### config.mk
export PLATFORM = sky130hd
export DESIGN_NAME = sc_shiftrow_controller_flat
export DESIGN_NICKNAME = d
export VERILOG_FILES = /design/src/rtl/sc_shiftrow_controller_if.sv /design/src/rtl/sc_shiftrow_controller.sv /design/src/flat_wrapper.sv
export SDC_FILE = /design/constraint.sdc
export NUM_CORES = 1
export LEC_CHECK = 0
export ABC_AREA = 1
export ABC_CLOCK_PERIOD_IN_PS = 1640
export CORE_MARGIN = 4
export CORE_UTILIZATION = 30
export CTS_BUF_LIST = sky130_fd_sc_hd__clkbuf_8
export CTS_CLUSTER_DIAMETER = 150
export DETAILED_ROUTE_END_ITERATION = 6
export SETUP_SLACK_MARGIN = 0.05
export SLEW_MARGIN = 20
export SYNTH_ARGS = -nofsm -noshare
export SYNTH_HDL_FRONTEND = slang
export SYNTH_SLANG_ARGS = --single-unit
### constraint.sdc
create_clock -name SC_SHIFTROW_CONTROLLER_CLOCK_50 -period 1.64 [get_ports SC_SHIFTROW_CONTROLLER_CLOCK_50]
set_input_delay 0.328 -clock SC_SHIFTROW_CONTROLLER_CLOCK_50 [delete_from_list [all_inputs] [get_ports SC_SHIFTROW_CONTROLLER_CLOCK_50]]
set_output_delay 0.328 -clock SC_SHIFTROW_CONTROLLER_CLOCK_50 [all_outputs]
set_load 0.03 [all_outputs]
### src/rtl/sc_shiftrow_controller_if.sv
// Button, edge-flag and command bundle between the game datapath stimulus side
// and the shift-row sequencing FSM.
interface sc_shiftrow_controller_if #(
    parameter int DATAWIDTH       = 8,
    parameter int MOVECOUNT_WIDTH = 8
);
    logic                       SC_SHIFTROW_CONTROLLER_startButton_InLow;
    logic                       SC_SHIFTROW_CONTROLLER_leftButton_InLow;
    logic                       SC_SHIFTROW_CONTROLLER_rightButton_InLow;
    logic                       SC_SHIFTROW_CONTROLLER_bottomsideLeft_InHigh;
    logic                       SC_SHIFTROW_CONTROLLER_bottomsideRight_InHigh;
    logic [1:0]                 SC_SHIFTROW_CONTROLLER_shiftSelection_OutBUS;
    logic [DATAWIDTH-1:0]       SC_SHIFTROW_CONTROLLER_loadData_OutBUS;
    logic [MOVECOUNT_WIDTH-1:0] SC_SHIFTROW_CONTROLLER_moveCount_OutBUS;
    logic                       SC_SHIFTROW_CONTROLLER_edgeHit_OutHigh;

    modport master (
        output SC_SHIFTROW_CONTROLLER_startButton_InLow,
        output SC_SHIFTROW_CONTROLLER_leftButton_InLow,
        output SC_SHIFTROW_CONTROLLER_rightButton_InLow,
        output SC_SHIFTROW_CONTROLLER_bottomsideLeft_InHigh,
        output SC_SHIFTROW_CONTROLLER_bottomsideRight_InHigh,
        input  SC_SHIFTROW_CONTROLLER_shiftSelection_OutBUS,
        input  SC_SHIFTROW_CONTROLLER_loadData_OutBUS,
        input  SC_SHIFTROW_CONTROLLER_moveCount_OutBUS,
        input  SC_SHIFTROW_CONTROLLER_edgeHit_OutHigh
    );

    modport slave (
        input  SC_SHIFTROW_CONTROLLER_startButton_InLow,
        input  SC_SHIFTROW_CONTROLLER_leftButton_InLow,
        input  SC_SHIFTROW_CONTROLLER_rightButton_InLow,
        input  SC_SHIFTROW_CONTROLLER_bottomsideLeft_InHigh,
        input  SC_SHIFTROW_CONTROLLER_bottomsideRight_InHigh,
        output SC_SHIFTROW_CONTROLLER_shiftSelection_OutBUS,
        output SC_SHIFTROW_CONTROLLER_loadData_OutBUS,
        output SC_SHIFTROW_CONTROLLER_moveCount_OutBUS,
        output SC_SHIFTROW_CONTROLLER_edgeHit_OutHigh
    );
endinterface

### src/rtl/sc_shiftrow_controller.sv
// Sequencing FSM for one LED-matrix row register: turns active-low buttons into
// one-cycle load/left/right commands, blocks edge moves and counts accepted moves.
module sc_shiftrow_controller #(
    parameter int                   DATAWIDTH       = 8,
    parameter logic [DATAWIDTH-1:0] INIT_PATTERN    = 8'b00010000,
    parameter int                   MOVECOUNT_WIDTH = 8
) (
    input logic                     SC_SHIFTROW_CONTROLLER_CLOCK_50,
    input logic                     SC_SHIFTROW_CONTROLLER_RESET_InLow,
    sc_shiftrow_controller_if.slave bus
);
    typedef enum logic [2:0] {
        S_INIT,
        S_LOAD,
        S_IDLE,
        S_LEFT,
        S_RIGHT,
        S_SETTLE
    } state_t;

    state_t                     state;
    state_t                     next_state;
    logic [1:0]                 sel_next;
    logic                       edge_next;
    logic [2:0]                 start_sync;
    logic [2:0]                 left_sync;
    logic [2:0]                 right_sync;
    logic                       start_press;
    logic                       left_press;
    logic                       right_press;
    logic [1:0]                 shift_sel;
    logic [DATAWIDTH-1:0]       load_data;
    logic [MOVECOUNT_WIDTH-1:0] move_count;
    logic                       edge_hit;

    // Two sync flops then a third delayed copy; the press pulse is registered,
    // which puts the FSM transition three edges after the first low sample.
    always_ff @(posedge SC_SHIFTROW_CONTROLLER_CLOCK_50 or negedge SC_SHIFTROW_CONTROLLER_RESET_InLow) begin
        if (!SC_SHIFTROW_CONTROLLER_RESET_InLow) begin
            start_sync  <= 3'b111;
            left_sync   <= 3'b111;
            right_sync  <= 3'b111;
            start_press <= 1'b0;
            left_press  <= 1'b0;
            right_press <= 1'b0;
        end else begin
            start_sync  <= {start_sync[1:0], bus.SC_SHIFTROW_CONTROLLER_startButton_InLow};
            left_sync   <= {left_sync[1:0],  bus.SC_SHIFTROW_CONTROLLER_leftButton_InLow};
            right_sync  <= {right_sync[1:0], bus.SC_SHIFTROW_CONTROLLER_rightButton_InLow};
            start_press <= start_sync[2] & ~start_sync[1];
            left_press  <= left_sync[2]  & ~left_sync[1];
            right_press <= right_sync[2] & ~right_sync[1];
        end
    end

    always_comb begin
        next_state = state;
        sel_next   = 2'b00;
        edge_next  = 1'b0;
        case (state)
            S_INIT:  next_state = S_LOAD;
            S_LOAD:  next_state = S_SETTLE;
            S_IDLE: begin
                if (start_press) begin
                    next_state = S_LOAD;
                end else if (left_press && right_press) begin
                    next_state = S_IDLE;
                end else if (left_press) begin
                    if (bus.SC_SHIFTROW_CONTROLLER_bottomsideLeft_InHigh) edge_next = 1'b1;
                    else next_state = S_LEFT;
                end else if (right_press) begin
                    if (bus.SC_SHIFTROW_CONTROLLER_bottomsideRight_InHigh) edge_next = 1'b1;
                    else next_state = S_RIGHT;
                end
            end
            S_LEFT:   next_state = S_SETTLE;
            S_RIGHT:  next_state = S_SETTLE;
            S_SETTLE: next_state = S_IDLE;
            default:  next_state = S_INIT;
        endcase
        case (next_state)
            S_LOAD:  sel_next = 2'b01;
            S_LEFT:  sel_next = 2'b10;
            S_RIGHT: sel_next = 2'b11;
            default: sel_next = 2'b00;
        endcase
    end

    // Outputs are registered alongside the state so they line up with it.
    always_ff @(posedge SC_SHIFTROW_CONTROLLER_CLOCK_50 or negedge SC_SHIFTROW_CONTROLLER_RESET_InLow) begin
        if (!SC_SHIFTROW_CONTROLLER_RESET_InLow) begin
            state      <= S_INIT;
            shift_sel  <= 2'b00;
            load_data  <= '0;
            move_count <= '0;
            edge_hit   <= 1'b0;
        end else begin
            state     <= next_state;
            shift_sel <= sel_next;
            edge_hit  <= edge_next;
            if (next_state == S_LOAD) begin
                load_data  <= INIT_PATTERN;
                move_count <= '0;
            end else if ((next_state == S_LEFT) || (next_state == S_RIGHT)) begin
                if (move_count != '1) move_count <= move_count + MOVECOUNT_WIDTH'(1);
            end
        end
    end

    assign bus.SC_SHIFTROW_CONTROLLER_shiftSelection_OutBUS = shift_sel;
    assign bus.SC_SHIFTROW_CONTROLLER_loadData_OutBUS       = load_data;
    assign bus.SC_SHIFTROW_CONTROLLER_moveCount_OutBUS      = move_count;
    assign bus.SC_SHIFTROW_CONTROLLER_edgeHit_OutHigh       = edge_hit;
endmodule
### src/flat_wrapper.sv
// flat-port wrapper written by rule: the top's interface ports become plain ports
module sc_shiftrow_controller_flat 
#(
    parameter int                   DATAWIDTH       = 8,
    parameter logic [DATAWIDTH-1:0] INIT_PATTERN    = 8'b00010000,
    parameter int                   MOVECOUNT_WIDTH = 8
)
  (SC_SHIFTROW_CONTROLLER_CLOCK_50, SC_SHIFTROW_CONTROLLER_RESET_InLow, bus_SC_SHIFTROW_CONTROLLER_startButton_InLow, bus_SC_SHIFTROW_CONTROLLER_leftButton_InLow, bus_SC_SHIFTROW_CONTROLLER_rightButton_InLow, bus_SC_SHIFTROW_CONTROLLER_bottomsideLeft_InHigh, bus_SC_SHIFTROW_CONTROLLER_bottomsideRight_InHigh, bus_SC_SHIFTROW_CONTROLLER_shiftSelection_OutBUS, bus_SC_SHIFTROW_CONTROLLER_loadData_OutBUS, bus_SC_SHIFTROW_CONTROLLER_moveCount_OutBUS, bus_SC_SHIFTROW_CONTROLLER_edgeHit_OutHigh);
  sc_shiftrow_controller_if #(.DATAWIDTH(DATAWIDTH), .MOVECOUNT_WIDTH(MOVECOUNT_WIDTH)) bus_i ();
  input logic SC_SHIFTROW_CONTROLLER_CLOCK_50;
  input logic SC_SHIFTROW_CONTROLLER_RESET_InLow;
  input wire logic [$bits(bus_i.SC_SHIFTROW_CONTROLLER_startButton_InLow)-1:0] bus_SC_SHIFTROW_CONTROLLER_startButton_InLow;
  input wire logic [$bits(bus_i.SC_SHIFTROW_CONTROLLER_leftButton_InLow)-1:0] bus_SC_SHIFTROW_CONTROLLER_leftButton_InLow;
  input wire logic [$bits(bus_i.SC_SHIFTROW_CONTROLLER_rightButton_InLow)-1:0] bus_SC_SHIFTROW_CONTROLLER_rightButton_InLow;
  input wire logic [$bits(bus_i.SC_SHIFTROW_CONTROLLER_bottomsideLeft_InHigh)-1:0] bus_SC_SHIFTROW_CONTROLLER_bottomsideLeft_InHigh;
  input wire logic [$bits(bus_i.SC_SHIFTROW_CONTROLLER_bottomsideRight_InHigh)-1:0] bus_SC_SHIFTROW_CONTROLLER_bottomsideRight_InHigh;
  output wire logic [$bits(bus_i.SC_SHIFTROW_CONTROLLER_shiftSelection_OutBUS)-1:0] bus_SC_SHIFTROW_CONTROLLER_shiftSelection_OutBUS;
  output wire logic [$bits(bus_i.SC_SHIFTROW_CONTROLLER_loadData_OutBUS)-1:0] bus_SC_SHIFTROW_CONTROLLER_loadData_OutBUS;
  output wire logic [$bits(bus_i.SC_SHIFTROW_CONTROLLER_moveCount_OutBUS)-1:0] bus_SC_SHIFTROW_CONTROLLER_moveCount_OutBUS;
  output wire logic [$bits(bus_i.SC_SHIFTROW_CONTROLLER_edgeHit_OutHigh)-1:0] bus_SC_SHIFTROW_CONTROLLER_edgeHit_OutHigh;
  assign bus_i.SC_SHIFTROW_CONTROLLER_startButton_InLow = bus_SC_SHIFTROW_CONTROLLER_startButton_InLow;
  assign bus_i.SC_SHIFTROW_CONTROLLER_leftButton_InLow = bus_SC_SHIFTROW_CONTROLLER_leftButton_InLow;
  assign bus_i.SC_SHIFTROW_CONTROLLER_rightButton_InLow = bus_SC_SHIFTROW_CONTROLLER_rightButton_InLow;
  assign bus_i.SC_SHIFTROW_CONTROLLER_bottomsideLeft_InHigh = bus_SC_SHIFTROW_CONTROLLER_bottomsideLeft_InHigh;
  assign bus_i.SC_SHIFTROW_CONTROLLER_bottomsideRight_InHigh = bus_SC_SHIFTROW_CONTROLLER_bottomsideRight_InHigh;
  assign bus_SC_SHIFTROW_CONTROLLER_shiftSelection_OutBUS = bus_i.SC_SHIFTROW_CONTROLLER_shiftSelection_OutBUS;
  assign bus_SC_SHIFTROW_CONTROLLER_loadData_OutBUS = bus_i.SC_SHIFTROW_CONTROLLER_loadData_OutBUS;
  assign bus_SC_SHIFTROW_CONTROLLER_moveCount_OutBUS = bus_i.SC_SHIFTROW_CONTROLLER_moveCount_OutBUS;
  assign bus_SC_SHIFTROW_CONTROLLER_edgeHit_OutHigh = bus_i.SC_SHIFTROW_CONTROLLER_edgeHit_OutHigh;
  sc_shiftrow_controller #(.DATAWIDTH(DATAWIDTH), .INIT_PATTERN(INIT_PATTERN), .MOVECOUNT_WIDTH(MOVECOUNT_WIDTH)) u_core (.SC_SHIFTROW_CONTROLLER_CLOCK_50(SC_SHIFTROW_CONTROLLER_CLOCK_50), .SC_SHIFTROW_CONTROLLER_RESET_InLow(SC_SHIFTROW_CONTROLLER_RESET_InLow), .bus(bus_i));
endmodule
; ---- Word-level counts from Yosys, hierarchy flattened
; Index checks and enable logic that the tools add are counted.
[op_classes]
div_mod_pow = 0
n_addsub = 1
reduce_logical = 7
bitwise_logic = 6
n_eq_ne = 9
magnitude_cmp = 0
n_mux = 18
shift = 0
mul = 0
[op_table]
columns = op, count
row1 = $mux 8, 3
row2 = $mux 3, 6
row3 = $pmux 3 s4, 1
row4 = $eq 3x2->1 const B, 3
row5 = $eq 3x3->1 const B, 3
row6 = $add 8x1->8 const B, 1
row7 = $ne 8x8->1 const B, 1
row8 = $mux 1, 7
row9 = $eq 3x1->1 const B, 2
row10 = $pmux 2 s3, 1
row11 = $reduce_bool 2->1, 2
row12 = $and 1x1->1, 3
row13 = $logic_not 3->1, 1
row14 = $not 1->1, 3
row15 = $reduce_or 3->1, 1
row16 = $reduce_and 2->1, 1
row17 = $logic_and 1x1->1, 1
row18 = $logic_or 1x1->1, 1
[totals]
mem_bits_ro = 0
word_cells = 52
ff_bits = 27
latchBits = 0
output_inout_bits = 19
in_bits = 7
memories = 0
mem_bits_rw = 0

; ---- Logic depth before layout (Yosys ltp)
[depth]
ltp_word = 10
mapped_depth = 11
ltp_nobuf = 11

; ---- Worst setup path after synthesis
; OpenSTA, ideal clock, no wires.
[synth_path]
path_type = flip-flop to flip-flop
startpoint = register u_core.move_count[1], in the netlist u_core.bus.SC_SHIFTROW_CONTROLLER_moveCount_OutBUS[1]
endpoint = register u_core.move_count[6], in the netlist u_core.bus.SC_SHIFTROW_CONTROLLER_moveCount_OutBUS[6]
setup_slack_ns = 0.007
t_required_ns = 1.573
setup_time_ns = 0.067
synth_period_minus_slack_ns = 1.633
t_arrival_ns = 1.567
path_stages_with_launch = 8
n_path_buf = 0
path_cell_list = dfrtp_1 ha_1 nand3_1 nor2_1 nand3_4 nand2_4 nand3_1 nand2_1
[synth_via]
elab_chain_len = 4
elab_cells_between_ends = 7
classes_between = add/sub (1) / eq/ne (1) / mux (3) / reduce/logical (2)
[synth_rtl]
columns = element, line_no
row1 = "start, declared", sc_shiftrow_controller.sv:33  ; logic [MOVECOUNT_WIDTH-1:0] move_count;
row2 = "start signal, assigned", sc_shiftrow_controller.sv:105  ; if (move_count != '1) move_count <= move_count + MOVECOUNT_WIDTH'(1);
row3 = $add 8x1->8, sc_shiftrow_controller.sv:105
row4 = $mux 8, sc_shiftrow_controller.sv:105
row5 = $mux 8, sc_shiftrow_controller.sv:104  ; end else if ((next_state == S_LEFT) || (next_state == S_RIGHT)) begin
row6 = $mux 8, sc_shiftrow_controller.sv:101  ; if (next_state == S_LOAD) begin
; Several ways; a longest one is shown, not always the timed one. The select of a mux whose other input is x is not followed.
; A chain may end at the register's enable or synchronous reset.

; ---- Worst setup path after layout
[layout_path]
startpoint = register u_core.state[0]
endpoint = register u_core.move_count[0], in the netlist u_core.bus.SC_SHIFTROW_CONTROLLER_moveCount_OutBUS[0]
[layout_via]
elab_chain_len = 10
elab_cells_between_ends = 22
classes_between = eq/ne (8) / mux (8) / reduce/logical (6)
[layout_rtl]
columns = element, line_no
row1 = "start, declared", sc_shiftrow_controller.sv:21  ; state_t state;
row2 = "start signal, assigned", sc_shiftrow_controller.sv:98  ; state <= next_state;
row3 = $mux 3, sc_shiftrow_controller.sv:72  ; if (bus.SC_SHIFTROW_CONTROLLER_bottomsideRight_InHigh) edge_next = 1'b1;
row4 = $mux 3, sc_shiftrow_controller.sv:71  ; end else if (right_press) begin
row5 = $mux 3, sc_shiftrow_controller.sv:68  ; end else if (left_press) begin
row6 = $mux 3, sc_shiftrow_controller.sv:66  ; end else if (left_press && right_press) begin
row7 = $mux 3, sc_shiftrow_controller.sv:64  ; if (start_press) begin
row8 = $pmux 3 s4 (*), sc_shiftrow_controller.sv:60  ; case (state)
row9 = $eq 3x2->1 / $eq 3x3->1 (equally long branches), sc_shiftrow_controller.sv:104
row10 = $logic_or 1x1->1, sc_shiftrow_controller.sv:104
row11 = $reduce_bool 2->1 (no source line), n/a
row12 = $reduce_and 2->1 (no source line), n/a
; Every way passes the cells marked *; elsewhere a longest branch is shown, timed or not.

==> metrics.txt <==
status=completed; maximum buffer depth of the clock tree=2; VDD IR max=0.704 mV; total negative slack=0 ps; CTS tree=yes; Starting Density=0.312; fin crit share=0.956; layout cells sized above 1=0.331; final hold vios=0; H-tree depth=1; die height=72.7 um; Power Density=1450 nW/um^2; number of global-route vias before repair=924; Placed Area=1530 sq um; hold buffers post-CTS=0; gr ovfl total=0; CP arrival=1740 ps; Hold Crit Class=reg -> reg; total leakage power=0.886 nW; IO Count=26; r2r setup slk=70 ps; diode count=0; Clock Sinks=27; die width=72.7 um; CTS root buffer=clkbuf_8; gr usage total=0.102; Yosys warnings=0; RSZ-0062 raised after global routing=yes; initial antenna violation count=0; DRT antenna net count=0; die area=5290 sq um; Routed Wire Length=2890 um; end-of-flow core utilization=0.431; Worst Path Required=1810 ps; Via density=4.62; DR pass1 iterations=4; register area share after synthesis=0.547; max-cap violations=0; fmax=638 MHz; synth unique cells=23; Final Slew Violations=0; core area=4030 sq um; Layout Nets=175; routed via count=997; Syn Inst Count=128; FP Rows=23; setup violators final=0; CP startpoint kind=flop; Placed Cells incl. Taps=201; Finished Layout Cells=216; Yosys reg bits=27; Inserted Clock Buffers=3; placed wire-length estimate=1680 um; largest net degree at the start of global routing=28; Worst-Skew Late Latency=270 ps; skew final=1.44 ps; mean post-synth cell area=9.81 sq um; crit path kind=reg -> reg; Clock Pin Slew Worst Setup and Hold Paths=100 ps; Max FO, Critical Path=4; Starting DRT DRC Count=40; WL per Instance=13.4 um; P&R area growth vs syn=38.1%; mapped cell area=1260 sq um; final instance area=1740 sq um; buffers added on ports=18; first-pass GRT wire length=4220 um; DRC=0; CP Capture Type=flop; gpl congestion=0.829; fin crit period=1570 ps; fill count=381
==> sequential cells by signal, indices dropped and copies added, names as in the netlist <==
register	cells
u_core.bus.SC_SHIFTROW_CONTROLLER_moveCount_OutBUS	8
u_core.state	3
u_core.bus.SC_SHIFTROW_CONTROLLER_loadData_OutBUS	1
u_core.bus.SC_SHIFTROW_CONTROLLER_edgeHit_OutHigh	1
u_core.start_sync	3
u_core.bus.SC_SHIFTROW_CONTROLLER_shiftSelection_OutBUS	2
u_core.right_press	1
u_core.left_press	1
u_core.right_sync	3
u_core.start_press	1
u_core.left_sync	3
==> final timing paths <==
kind	startpoint	to	depth (start not counted)
min reg2reg	u_core.right_sync[0]$_DFF_PN1_	u_core.right_sync[1]$_DFF_PN1_	0
max in group asynchronous	SC_SHIFTROW_CONTROLLER_RESET_InLow	u_core.left_sync[2]$_DFF_PN1_	2
min	u_core.right_sync[0]$_DFF_PN1_	u_core.right_sync[1]$_DFF_PN1_	0
max	u_core.state[0]$_DFF_PN0_	flop	7
min in group asynchronous	SC_SHIFTROW_CONTROLLER_RESET_InLow	u_core.bus.SC_SHIFTROW_CONTROLLER_edgeHit_OutHigh$_DFF_PN0_	2
max reg2reg	u_core.state[0]$_DFF_PN0_	flop	7
==> cell usage in the layout (no fill, tap or decap) <==
cell / instances
a21oi_1: 1
a21oi_4: 2
buf_12: 2
buf_4: 14
clkbuf_8: 3
clkdlybuf4s50_1: 6
conb_1: 7
dfrtp_1: 15
dfrtp_2: 3
dfstp_2: 9
dlygate4sd2_1: 12
ha_1: 1
inv_1: 15
inv_6: 1
nand2_1: 19
nand2_2: 6
nand2_4: 3
nand3_1: 13
nand3_2: 2
nand3_4: 1
nand3b_1: 1
nand4_1: 8
nand4_2: 1
nand4_4: 2
nor2_1: 7
nor2_2: 2
nor2_4: 3
nor3_2: 1
o21ai_0: 1
xor2_1: 5
==> critical path, cell delays in order, from the launching register on <==
cell and delay, ps:
dfrtp_1 450, nor2_1 90, nor2_2 170, nor2_1 100, a21oi_4 250, nand4_2 210, nand3_1 140, nand2_1 60
==> cell type report <==
type / instances / area, sq um / share of cell area
sequential: 27 / 691 / 0.398
multi-input combinational: 86 / 566 / 0.326
timing repair buffer: 34 / 310 / 0.179
tap: 50 / 62.6 / 0.0360
inverter: 15 / 56.3 / 0.0324
clock buffer: 3 / 41.3 / 0.0238
clock inverter: 1 / 8.76 / 0.00505
==> repair_timing <==
action                                  in CTS  in global routing
buffers inserted                             0                  9
endpoints found under the setup margin      13                  9
pin swaps                                    1                 11
gates cloned                                 1                  1
resized for setup                           16                 12
==> cells in the mapped netlist (all sizes together) <==
library cell | instances | area share
a21oi | 3 | 0.018
buf | 8 | 0.051
conb | 1 | 0.0030
dfrtp | 18 | 0.36
dfstp | 9 | 0.19
ha | 1 | 0.010
inv | 15 | 0.045
nand2 | 28 | 0.10
nand3 | 16 | 0.078
nand3b | 1 | 0.0060
nand4 | 9 | 0.057
nor2 | 12 | 0.040
nor3 | 1 | 0.0040
o21ai | 1 | 0.0040
xor2 | 5 | 0.035
==> routing by layer <==
| layer | vias up | GRT usage | share of wire |
|---|---|---|---|
| li1 | 479 | - | - |
| met1 | 468 | 0.131 | 0.39 |
| met2 | 42 | 0.159 | 0.51 |
| met3 | 8 | 0.0193 | 0.060 |
| met4 | 0 | 0.0635 | 0.031 |
| met5 | - | 0 | 0 |
==> power breakdown <==
| group | switching, mW | internal [mW] | total, mW |
|---|---|---|---|
| Sequential | 0.0920 | 0.772 | 0.864 |
| Clock | 0.219 | 0.178 | 0.397 |
| Combinational | 0.740 | 0.510 | 1.25 |
| Total | 1.05 | 1.46 | 2.51 |
==> through the flow <==
step / hold slack (ps) / power [mW] / setup slack [ps]
2_1_floorplan: 32.4 / 1.45 / 116
3_3_place_gp: 346 / 1.68 / -149
3_5_place_dp: 347 / 1.72 / -251
4_1_cts: 362 / 2.19 / 66.7
5_1_grt: 366 / 2.66 / -19.1
6_report: 360 / 2.51 / 72.8
==> logic make-up after synthesis <==
kind of cell / after synthesis / synth area share
and+or+nand+nor: 67 / 0.288
DFF: 27 / 0.547
buffers and inverters: 23 / 0.0956
xor gates and xnor gates: 5 / 0.0349
AOI/OAI and AO/OA: 4 / 0.0219
adders and majority gates: 1 / 0.00996
other: 1 / 0.00299
(Power assumes the default switching activity.)
